`src/rtl/ai_cu_layer_seq_pkg.sv`:
```
// Shared types and constants for the layer sequencer: descriptor field
// positions, layer type codes, error codes and FSM state encoding.
package ai_cu_pkg;

    typedef enum logic [3:0] {
        LT_CONV = 4'd0,
        LT_FC   = 4'd1,
        LT_POOL = 4'd2,
        LT_NOP  = 4'd3
    } layer_type_e;

    localparam int TYPE_LSB = 0;
    localparam int K_LSB    = 4;
    localparam int S_LSB    = 8;
    localparam int RELU_BIT = 12;
    localparam int POOL_BIT = 13;
    localparam int LAST_BIT = 14;
    localparam int FIELD_W  = 4;

    localparam logic [1:0] ERR_NONE    = 2'd0;
    localparam logic [1:0] ERR_ILLEGAL = 2'd1;
    localparam logic [1:0] ERR_TIMEOUT = 2'd2;

    typedef enum logic [2:0] {
        ST_IDLE    = 3'd0,
        ST_DECODE  = 3'd1,
        ST_READ    = 3'd2,
        ST_COMPUTE = 3'd3,
        ST_WRITE   = 3'd4,
        ST_DONE    = 3'd5,
        ST_ERR     = 3'd6
    } state_e;

    function automatic logic is_legal_type(input logic [FIELD_W-1:0] t);
        case (t)
            LT_CONV, LT_FC, LT_POOL, LT_NOP: return 1'b1;
            default:                         return 1'b0;
        endcase
    endfunction

endpackage

```
`src/rtl/ai_cu_layer_seq_fifo.sv`:
```
// Descriptor queue: DEPTH x WIDTH circular buffer with occupancy counter,
// show-ahead read port and a synchronous flush.
module ai_inst_fifo #(
    parameter int WIDTH = 32,
    parameter int DEPTH = 4
) (
    input  logic             clk,
    input  logic             rst,
    input  logic             i_flush,
    input  logic             i_push,
    input  logic             i_pop,
    input  logic [WIDTH-1:0] i_data,
    output logic [WIDTH-1:0] o_data,
    output logic             o_full,
    output logic             o_empty
);
    localparam int AW = $clog2(DEPTH);
    localparam logic [AW-1:0] PTR_ONE  = {{(AW-1){1'b0}}, 1'b1};
    localparam logic [AW:0]   CNT_ONE  = {{AW{1'b0}}, 1'b1};
    localparam logic [AW:0]   CNT_FULL = (AW+1)'(DEPTH);

    logic [WIDTH-1:0] r_mem [DEPTH];
    logic [AW-1:0]    r_wr_ptr;
    logic [AW-1:0]    r_rd_ptr;
    logic [AW:0]      r_count;
    logic             w_push;
    logic             w_pop;

    assign o_full  = (r_count == CNT_FULL);
    assign o_empty = (r_count == {(AW+1){1'b0}});
    assign w_push  = i_push && !o_full && !i_flush;
    assign w_pop   = i_pop && !o_empty && !i_flush;
    assign o_data  = r_mem[r_rd_ptr];

    // Storage array, written on accepted pushes only.
    always_ff @(posedge clk) begin
        if (w_push) begin
            r_mem[r_wr_ptr] <= i_data;
        end
    end

    // Pointers and occupancy; pointers wrap naturally since DEPTH is a power of 2.
    always_ff @(posedge clk or posedge rst) begin
        if (rst) begin
            r_wr_ptr <= {AW{1'b0}};
            r_rd_ptr <= {AW{1'b0}};
            r_count  <= {(AW+1){1'b0}};
        end else if (i_flush) begin
            r_wr_ptr <= {AW{1'b0}};
            r_rd_ptr <= {AW{1'b0}};
            r_count  <= {(AW+1){1'b0}};
        end else begin
            if (w_push) begin
                r_wr_ptr <= r_wr_ptr + PTR_ONE;
            end
            if (w_pop) begin
                r_rd_ptr <= r_rd_ptr + PTR_ONE;
            end
            case ({w_push, w_pop})
                2'b10:   r_count <= r_count + CNT_ONE;
                2'b01:   r_count <= r_count - CNT_ONE;
                default: r_count <= r_count;
            endcase
        end
    end

endmodule

```
`src/rtl/ai_cu_layer_seq.sv`:
```
// Layer sequencer: queues 32-bit layer descriptors and walks each one through
// decode, read, compute and write phases with per-phase timeouts.
module ai_cu_layer_seq
    import ai_cu_pkg::*;
#(
    parameter int INST_WIDTH = 32,
    parameter int K_WIDTH    = 4,
    parameter int S_WIDTH    = 4,
    parameter int TYPE_WIDTH = 4,
    parameter int DEPTH      = 4,
    parameter int TO_W       = 16
) (
    input  logic                  clk,
    input  logic                  rst,
    input  logic                  inst_valid,
    input  logic [INST_WIDTH-1:0] inst_word_in,
    output logic                  inst_ready,
    input  logic                  abort,
    output logic                  mem_read_start,
    input  logic                  mem_read_done,
    output logic                  seq_start,
    input  logic                  seq_done,
    output logic                  mem_write_start,
    input  logic                  mem_write_done,
    output logic [K_WIDTH-1:0]    kernel_size,
    output logic [S_WIDTH-1:0]    stride,
    output logic                  relu_en,
    output logic                  pool_en,
    output logic [TYPE_WIDTH-1:0] layer_type,
    output logic                  busy,
    output logic                  layer_done,
    output logic                  net_done,
    output logic                  err,
    output logic [1:0]            err_code,
    output logic [7:0]            layer_count
);
    localparam logic [TO_W-1:0] TO_ZERO = {TO_W{1'b0}};
    localparam logic [TO_W-1:0] TO_ONE  = {{(TO_W-1){1'b0}}, 1'b1};
    // Last wait cycle: the counter would step onto all-ones here.
    localparam logic [TO_W-1:0] TO_LAST = {{(TO_W-1){1'b1}}, 1'b0};

    state_e                r_state;
    logic [INST_WIDTH-1:0] r_desc;
    logic [TO_W-1:0]       r_to_cnt;
    logic                  r_mem_read_start;
    logic                  r_seq_start;
    logic                  r_mem_write_start;
    logic [K_WIDTH-1:0]    r_kernel_size;
    logic [S_WIDTH-1:0]    r_stride;
    logic                  r_relu_en;
    logic                  r_pool_en;
    logic [TYPE_WIDTH-1:0] r_layer_type;
    logic                  r_busy;
    logic                  r_layer_done;
    logic                  r_net_done;
    logic                  r_err;
    logic [1:0]            r_err_code;
    logic [7:0]            r_layer_count;

    logic                  w_full;
    logic                  w_empty;
    logic                  w_push;
    logic                  w_pop;
    logic [INST_WIDTH-1:0] w_head;
    logic [FIELD_W-1:0]    w_type;
    logic                  w_pool_skip_write;
    logic                  w_unused_desc;

    assign w_push = inst_valid && !w_full && !abort;
    assign w_pop  = !abort && !w_empty &&
                    ((r_state == ST_IDLE) || (r_state == ST_DONE) || (r_state == ST_ERR));
    assign w_type = r_desc[TYPE_LSB +: FIELD_W];
    assign w_pool_skip_write = (w_type == LT_POOL) && !r_desc[POOL_BIT];
    assign w_unused_desc = ^r_desc[INST_WIDTH-1:LAST_BIT+1];

    ai_inst_fifo #(
        .WIDTH (INST_WIDTH),
        .DEPTH (DEPTH)
    ) u_fifo (
        .clk     (clk),
        .rst     (rst),
        .i_flush (abort),
        .i_push  (w_push),
        .i_pop   (w_pop),
        .i_data  (inst_word_in),
        .o_data  (w_head),
        .o_full  (w_full),
        .o_empty (w_empty)
    );

    // Sequencer FSM with all outputs registered alongside the state.
    always_ff @(posedge clk or posedge rst) begin
        if (rst) begin
            r_state           <= ST_IDLE;
            r_desc            <= {INST_WIDTH{1'b0}};
            r_to_cnt          <= TO_ZERO;
            r_mem_read_start  <= 1'b0;
            r_seq_start       <= 1'b0;
            r_mem_write_start <= 1'b0;
            r_kernel_size     <= {K_WIDTH{1'b0}};
            r_stride          <= {S_WIDTH{1'b0}};
            r_relu_en         <= 1'b0;
            r_pool_en         <= 1'b0;
            r_layer_type      <= {TYPE_WIDTH{1'b0}};
            r_busy            <= 1'b0;
            r_layer_done      <= 1'b0;
            r_net_done        <= 1'b0;
            r_err             <= 1'b0;
            r_err_code        <= ERR_NONE;
            r_layer_count     <= 8'd0;
        end else begin
            r_mem_read_start  <= 1'b0;
            r_seq_start       <= 1'b0;
            r_mem_write_start <= 1'b0;
            r_layer_done      <= 1'b0;
            r_net_done        <= 1'b0;
            r_err             <= 1'b0;
            if (abort) begin
                r_state       <= ST_IDLE;
                r_busy        <= 1'b0;
                r_layer_count <= 8'd0;
            end else begin
                case (r_state)
                    ST_IDLE: begin
                        if (!w_empty) begin
                            r_state <= ST_DECODE;
                            r_busy  <= 1'b1;
                            r_desc  <= w_head;
                        end
                    end
                    ST_DECODE: begin
                        r_kernel_size <= r_desc[K_LSB +: K_WIDTH];
                        r_stride      <= r_desc[S_LSB +: S_WIDTH];
                        r_relu_en     <= r_desc[RELU_BIT];
                        r_pool_en     <= r_desc[POOL_BIT];
                        r_layer_type  <= r_desc[TYPE_LSB +: TYPE_WIDTH];
                        if (!is_legal_type(w_type)) begin
                            r_state    <= ST_ERR;
                            r_err      <= 1'b1;
                            r_err_code <= ERR_ILLEGAL;
                        end else if (w_type == LT_NOP) begin
                            r_state       <= ST_DONE;
                            r_layer_done  <= 1'b1;
                            r_net_done    <= r_desc[LAST_BIT];
                            r_layer_count <= r_layer_count + 8'd1;
                        end else begin
                            r_state          <= ST_READ;
                            r_mem_read_start <= 1'b1;
                            r_to_cnt         <= TO_ZERO;
                        end
                    end
                    ST_READ: begin
                        if (mem_read_done) begin
                            r_state     <= ST_COMPUTE;
                            r_seq_start <= 1'b1;
                            r_to_cnt    <= TO_ZERO;
                        end else if (r_to_cnt == TO_LAST) begin
                            r_state    <= ST_ERR;
                            r_err      <= 1'b1;
                            r_err_code <= ERR_TIMEOUT;
                        end else begin
                            r_to_cnt <= r_to_cnt + TO_ONE;
                        end
                    end
                    ST_COMPUTE: begin
                        if (seq_done && w_pool_skip_write) begin
                            r_state       <= ST_DONE;
                            r_layer_done  <= 1'b1;
                            r_net_done    <= r_desc[LAST_BIT];
                            r_layer_count <= r_layer_count + 8'd1;
                        end else if (seq_done) begin
                            r_state           <= ST_WRITE;
                            r_mem_write_start <= 1'b1;
                            r_to_cnt          <= TO_ZERO;
                        end else if (r_to_cnt == TO_LAST) begin
                            r_state    <= ST_ERR;
                            r_err      <= 1'b1;
                            r_err_code <= ERR_TIMEOUT;
                        end else begin
                            r_to_cnt <= r_to_cnt + TO_ONE;
                        end
                    end
                    ST_WRITE: begin
                        if (mem_write_done) begin
                            r_state       <= ST_DONE;
                            r_layer_done  <= 1'b1;
                            r_net_done    <= r_desc[LAST_BIT];
                            r_layer_count <= r_layer_count + 8'd1;
                        end else if (r_to_cnt == TO_LAST) begin
                            r_state    <= ST_ERR;
                            r_err      <= 1'b1;
                            r_err_code <= ERR_TIMEOUT;
                        end else begin
                            r_to_cnt <= r_to_cnt + TO_ONE;
                        end
                    end
                    ST_DONE, ST_ERR: begin
                        // The count is shown for one cycle before a net-ending clear.
                        if ((r_state == ST_DONE) && r_desc[LAST_BIT]) begin
                            r_layer_count <= 8'd0;
                        end
                        if (!w_empty) begin
                            r_state <= ST_DECODE;
                            r_desc  <= w_head;
                        end else begin
                            r_state <= ST_IDLE;
                            r_busy  <= 1'b0;
                        end
                    end
                    default: begin
                        r_state <= ST_IDLE;
                        r_busy  <= 1'b0;
                    end
                endcase
            end
        end
    end

    assign inst_ready      = !w_full;
    assign mem_read_start  = r_mem_read_start;
    assign seq_start       = r_seq_start;
    assign mem_write_start = r_mem_write_start;
    assign kernel_size     = r_kernel_size;
    assign stride          = r_stride;
    assign relu_en         = r_relu_en;
    assign pool_en         = r_pool_en;
    assign layer_type      = r_layer_type;
    assign busy            = r_busy;
    assign layer_done      = r_layer_done;
    assign net_done        = r_net_done;
    assign err             = r_err;
    assign err_code        = r_err_code;
    assign layer_count     = r_layer_count;

endmodule

```
`config.mk`:
```
export PLATFORM = sky130hd
export DESIGN_NAME = ai_cu_layer_seq
export DESIGN_NICKNAME = d
export VERILOG_FILES = /design/src/rtl/ai_cu_layer_seq_pkg.sv /design/src/rtl/ai_cu_layer_seq_fifo.sv /design/src/rtl/ai_cu_layer_seq.sv
export SDC_FILE = /design/constraint.sdc
export NUM_CORES = 1
export LEC_CHECK = 0
export CORE_MARGIN = 2
export CORE_UTILIZATION = 45
export CTS_CLUSTER_DIAMETER = 40
export DETAILED_ROUTE_END_ITERATION = 8
export GPL_ROUTABILITY_DRIVEN = 0
export HOLD_SLACK_MARGIN = 0.1
export PLACE_DENSITY = 0.67
export RECOVER_POWER = 100
export SLEW_MARGIN = 20
export SYNTH_ARGS = -nofsm -noshare
export SYNTH_HDL_FRONTEND = slang
export SYNTH_SLANG_ARGS = --single-unit
```
`constraint.sdc`:
```
create_clock -name clk -period 4.08 [get_ports clk]
set_clock_uncertainty 0.2 [all_clocks]
set_input_delay 0.408 -clock clk [delete_from_list [all_inputs] [get_ports clk]]
set_output_delay 0.408 -clock clk [all_outputs]
set_load 0.005 [all_outputs]
```
# Yosys cells after proc, flatten, opt, wreduce, memory -nomap -nowiden
# Memory sizes are Yosys's and may differ from the RTL's. A register that Yosys moved wholly into a read port is not among the register bits.
# Cells that the tools add are included.
dict set report totals {
  ff_bits 57
  ram_bits 128
  wordCells 170
  n_memories 1
}
# memory depth word_bits read_ports rd_ports_with_merged_regs write_ports line
set mem_list {}
lappend mem_list {u_fifo.r_mem 4 32 1 1 1 ai_cu_layer_seq_fifo.sv:22} ;# logic [WIDTH-1:0] r_mem [DEPTH];
dict set report op_classes {
  addsub 6
  n_eq_ne 28
  muxes 79
  bitwise 2
  n_reduce_logical 35
}
# operator n
set op_table {}
lappend op_table {{two-way mux 16 bit} 7}
lappend op_table {{one-hot mux 16 bit (4 select lines)} 1}
lappend op_table {{two-way mux 8 bit} 6}
lappend op_table {{two-way mux 1 bit} 37}
lappend op_table {{one-hot mux 8 bit (4 select lines)} 1}
lappend op_table {{two-way mux 3 bit} 10}
lappend op_table {{two-way mux 2 bit} 10}
lappend op_table {{inequality test 3 bit, second input constant} 6}
lappend op_table {{one-hot mux 3 bit (6 select lines)} 1}
lappend op_table {{adder 16 x 1 -> 16 bit, second input constant} 1}
lappend op_table {{== test 16 bit, second input constant} 1}
lappend op_table {{inequality test 2 bit, second input constant} 7}
lappend op_table {{== test 3 bit, second input constant} 4}
lappend op_table {{AND reduction 6 bit} 2}
lappend op_table {{logical AND 1 bit} 11}
lappend op_table {{one-hot mux 1 bit (3 select lines)} 3}
lappend op_table {{adder 8 x 1 -> 8 bit, second input constant} 1}
lappend op_table {{== test 4 x 2 -> 1 bit, second input constant} 2}
lappend op_table {{one-hot mux 2 bit (4 select lines)} 1}
lappend op_table {{OR reduction 4 bit} 2}
lappend op_table {{AND reduction 7 bit} 1}
lappend op_table {{== test 3 x 2 -> 1 bit, second input constant} 2}
lappend op_table {{zero test 3 bit} 2}
lappend op_table {{one-hot mux 3 bit (2 select lines)} 1}
lappend op_table {{other kinds (22)} 30}

# Longest topological paths before layout
dict set report depth {
  word_depth 9
  ltp_mapped 12
}

# Cells and area by module
# Synthesis repeated with hierarchy kept, for this count alone.
dict set report unflattened {
  cells_unflattened 560
  area_unflattened_um2 8633.3
}
# mod n_inst cells_each area_per_inst_um2 seq_area_each_um2
set modules_own_cells {}
lappend modules_own_cells {ai_inst_fifo 1 235 5215.0 4018.9}
lappend modules_own_cells {ai_cu_layer_seq 1 325 3418.3 1626.6}

# Least setup slack after synthesis
# OpenSTA, ideal clock, no wires.
dict set report synth_path {
  kind {register -> register}
  from {register r_state[1]}
  to {register u_fifo.r_count[2]}
  setup_ps 96
  t_arrival_ps 2614
  required_ps 3784
  setup_slack_ps 1170
  path_stages_with_launch 12
  path_buffers 2
  path_cell_list {dfrtp_1 -> buf_6 -> xor2_1 -> and2_4 -> o21ai_1 -> buf_2 -> a21oi_1 -> fa_1 -> or4_1 -> nor4_1 -> a211oi_1 -> o31ai_1}
}
dict set report synth_between {
  elab_chain_len 9
  elab_cells_between_ends 13
  cone_classes {eq/ne: 4; mux: 2; reduce/logical: 7}
}
# item line
set synth_lines {}
lappend synth_lines {{from (decl)} ai_cu_layer_seq.sv:42} ;# state_e r_state;
lappend synth_lines {{from (signal assigned)} ai_cu_layer_seq.sv:94} ;# r_state <= ST_IDLE;
lappend synth_lines {{from (signal assigned)} ai_cu_layer_seq.sv:119} ;# r_state <= ST_IDLE;
lappend synth_lines {{from (signal assigned)} ai_cu_layer_seq.sv:126} ;# r_state <= ST_DECODE;
lappend synth_lines {{== test 3 bit or zero test 3 bit (tied branches)} ai_cu_layer_seq.sv:71} ;# ((r_state == ST_IDLE) || (r_state == ST_DONE) || (r_state == ST_ERR));
lappend synth_lines {{logical OR 1 bit} ai_cu_layer_seq.sv:71}
lappend synth_lines {{logical OR 1 bit (*)} ai_cu_layer_seq.sv:71}
lappend synth_lines {{logical AND 1 bit (*)} ai_cu_layer_seq.sv:70} ;# assign w_pop = !abort && !w_empty &&
lappend synth_lines {{logical AND 1 bit (*) (2 in a row)} ai_cu_layer_seq_fifo.sv:32} ;# assign w_pop = i_pop && !o_empty && !i_flush;
lappend synth_lines {{== test 2 x 1 -> 1 bit or == test 2 bit (tied branches)} ai_cu_layer_seq_fifo.sv:59} ;# case ({w_push, w_pop})
lappend synth_lines {{one-hot mux 3 bit (2 select lines)} ai_cu_layer_seq_fifo.sv:59}
lappend synth_lines {{two-way mux 3 bit} ai_cu_layer_seq_fifo.sv:48} ;# end else if (i_flush) begin
lappend synth_lines {{to (signal assigned)} ai_cu_layer_seq_fifo.sv:47} ;# r_count <= {(AW+1){1'b0}};
lappend synth_lines {{to (signal assigned)} ai_cu_layer_seq_fifo.sv:60} ;# 2'b10: r_count <= r_count + CNT_ONE;
lappend synth_lines {{to (signal assigned)} ai_cu_layer_seq_fifo.sv:61} ;# 2'b01: r_count <= r_count - CNT_ONE;
lappend synth_lines {{to (decl)} ai_cu_layer_seq_fifo.sv:25} ;# logic [AW:0] r_count;
# Every way passes the cells marked *; elsewhere a longest branch is shown, timed or not.
# A chain may end at the register's enable or synchronous reset.

# Final worst setup path
dict set report layout_path {
  from {register r_state[1]}
  to {register u_fifo.r_count[1]}
}
# Same word-level chain as after synthesis.

==> summary.txt <==
Outcome - complete, but fails checks
Failing checks - capacitance limit, slew limit
Worst Path Max Fanout - 25
Global Route Usage Sum - 18.0%
Sink Count - 132
Grt met3 use - 5.22%
ANT cells - 0
Initial antenna violation count - 0
PortBufs - 53
Yosys cell types - 70
RSZ-0062 raised after global routing - no
Die Wd - 119 um
First-pass GRT wire length - 19.9 mm
Clk Latency, worst-skew pair - 0.42 ns
Root Buffer - clkbuf_16
Cell area after placement - 6720 um^2
Nets - 546
Ys Warns - 0
Asr flop ratio synth - 54.5%
Post-route cell area - 7180 um^2
PD cells - 601 nW/um^2
Post-synthesis simple-gate area fraction - 10.5%
Peak VDD IR - 0.328 mV
FILL cells - 1125
Data arrival, critical path - 3.32 ns
Htree depth - 4
MaxCap Viol Count - 1
Vias in the first global route - 3891
Count of final setup violators - 0
Number of synthesized register bits - 132
Die area - 14200 um^2
Synth Instances - 444
# IOs - 71
CTS tree - yes
Clock Tree Buf Depth - 2
DRC violation total after the first TritonRoute iteration - 295
Max Fclk - 311 MHz
Routed WL - 12.1 mm
WP data required - 4.19 ns
Post-route setup slack - 0.866 ns
Fin crit share - 78.8%
Initial DRT Pass Iterations - 5
Post-route ant nets - 0
Sequential Power Share - 43.5%
Post-synth top area share - 30.1%
Synth Area in XOR/XNOR - 0.585%
Setup Crit Path Kind - flop to flop
Clock power share - 32.5%
Clk pin slew, worst setup/hold paths - 0.06 ns
Leakage - 2.71 nW
Critical Path End Type - flop
# rows - 42
Post-synth top area cell - dfrtp_1
Met2 Use GR - 29.1%
Worst hold path type - flop to flop
DR vias - 3932
GRT Max-Usage Layer - met2
Largest cells by area after synthesis - dfrtp_1 (30%), edfxtp_1 (30%), mux4_2 (5.6%), mux2_2 (5.5%), o21ai_0 (1.8%)
WL per Instance - 17.6 um
Slew @ Worst Pin - 1.56 ns
Commonest non-fill, non-tap cells in the layout - dfrtp_1 (71), edfxtp_1 (60), dlygate4sd3_1 (49)
EDFF count, synth - 60
CORE AREA - 13100 um^2
Crit path launch type - flop
GR Util met1 - 23.5%
Comb power frac - 24.0%
Int Power - 3.01 mW
Pins Over Slew Limit - 64
Largest net degree at the start of global routing - 64
Vias/cell - 5.72
Area added between synthesis and finish - 20.0%
Crit path time final - 3.21 ns
Die Y - 119 um
Final core occ - 54.7%
Share of layout cells above drive strength 1 - 16.8%
Initial Util - 45.6%
Ys flop type - dfrtp_1
CTS buffer count - 17
Dpl hpwl - 7.80 mm
Multiplexer share of the synthesized area - 11.8%
Switching share of power - 30.2%
Fin. Hold Viols - 0
Worst slack at placement - 1.10 ns
Hold Slack - 0.283 ns
DRC errors left - 0
Largest family of logic cells by synthesized area - compound AO/OA/AOI/OAI gates
Synth Net Count - 491
Setup TNS - 0 ns
Synth Area in Adders - 1.80%
Overflow after GRT - 0
Commonest non-fill, non-tap cell in the layout - dfrtp_1
Syn Area/Cell - 13.5 um^2
Seq/Total Area, Yosys - 60.2%
Worst slew margin - -4.04%
Mapped Area - 5980 um^2
Psw - 1.31 mW
Complex-gate fraction of the synthesized area - 12.3%
-- logic make-up (layout without fill, tap and decap cells) --
group / count (synthesis) / after routing
compound gates: 103 / 103
xor+xnor: 4 / 4
fa+ha+maj: 8 / 8
buf+inv: 40 / 108
flops: 132 / 132
mux: 48 / 48
simple gates: 109 / 109
-- state kept, by name (all words and copies together), names as in the netlist, 2 cells and up --
| signal | cells |
|---|---|
| u_fifo.r_wr_ptr | 2 |
| err_code | 2 |
| r_state | 3 |
| stride | 4 |
| layer_type | 4 |
| u_fifo.r_mem | 60 |
| kernel_size | 4 |
| u_fifo.r_count | 3 |
| r_to_cnt | 16 |
| layer_count | 8 |
| r_desc | 15 |
| u_fifo.r_rd_ptr | 2 |
-- final timing paths --
kind                                          startpoint                              to  slack (ns)  depth (start not counted)
worst max-delay path              r_state[1]$_DFFE_PP0P_   u_fifo.r_count[1]$_DFFE_PP0P_        0.87                          6
worst min register to register  r_to_cnt[15]$_DFFE_PP0P_        r_to_cnt[15]$_DFFE_PP0P_        0.28                          1
max in group asynchronous                            rst  u_fifo.r_rd_ptr[0]$_DFFE_PP0P_        1.00                          4
min in group asynchronous                            rst      kernel_size[3]$_DFFE_PP0P_        0.75                          3
worst max register to register    r_state[1]$_DFFE_PP0P_   u_fifo.r_count[1]$_DFFE_PP0P_        0.87                          6
worst min-delay path            r_to_cnt[15]$_DFFE_PP0P_        r_to_cnt[15]$_DFFE_PP0P_        0.28                          1
-- routing by layer --
layer	share of wire [%]	vias to the layer above
met5	0	-
met4	0.74	0
met3	4.3	9
met2	50	100
met1	45	1981
li1	-	1842
-- critical path, stage by stage, from the launching register on --
cell	delay (ns)
dfrtp_1	0.80
xor2_1	0.22
and2_0	0.30
o21ai_2	0.18
clkbuf_1	0.88
xor2_1	0.19
a32o_1	0.31
-- cell usage after synthesis (2+ instances only) --
cell type and instances:
and2_1 6, o311ai_0 4, xor2_1 3, a31oi_1 10, inv_1 13, ha_1 7, mux2i_1 3, buf_2 8
nand2_1 17, buf_1 2, and4_1 4, o41ai_1 4, nor4_1 4, nand3_1 12, a21oi_1 11, nor2b_1 3
or3b_1 2, mux4_2 15, dfrtp_1 72, and3_1 8, a2111oi_0 2, o31ai_1 12, o21ai_1 7, nand2b_1 4
o32ai_1 2, a211oi_1 5, nor3b_1 4, nor3_1 6, clkbuf_1 15, nor2_1 16, a41oi_1 5, mux2_2 29
o21ai_0 22, nand4_1 5, or3_1 7, edfxtp_1 60, o31ai_2 2
-- what timing repair did --
action | CTS | global route
hold buffers | 1 | 0
setup buffers | 0 | 0
endpoints found under the hold margin | 9 | 0
gates resized for setup | 0 | 0
-- layout make-up --
type,instances,area [um^2],area share (%)
Clock buffer,20,437,6.08
Clock inverter,12,110,1.53
Inverter,13,48.8,0.679
Multi-Input combinational cell,272,2180,30.3
Sequential cell,132,3600,50.2
Tap cell,176,220,3.07
Timing Repair Buffer,63,583,8.12
-- power groups by stage --
stage	combinational (mW)	clock, mW	sequential, mW
after floorplan	0.807	0	1.78
after global placement	1.07	0	1.89
after detailed placement	1.10	0	1.91
after CTS	1.11	1.44	1.89
after global routing	1.14	1.49	1.93
final	1.04	1.40	1.88
-- through the flow --
stage	std cells	total power, mW
finish	688	4.32
detailed placement	655	3.01
global route	688	4.56
floorplan	444	2.59
CTS	688	4.43
global placement	655	2.97
Power figures use the tool's default switching activity.
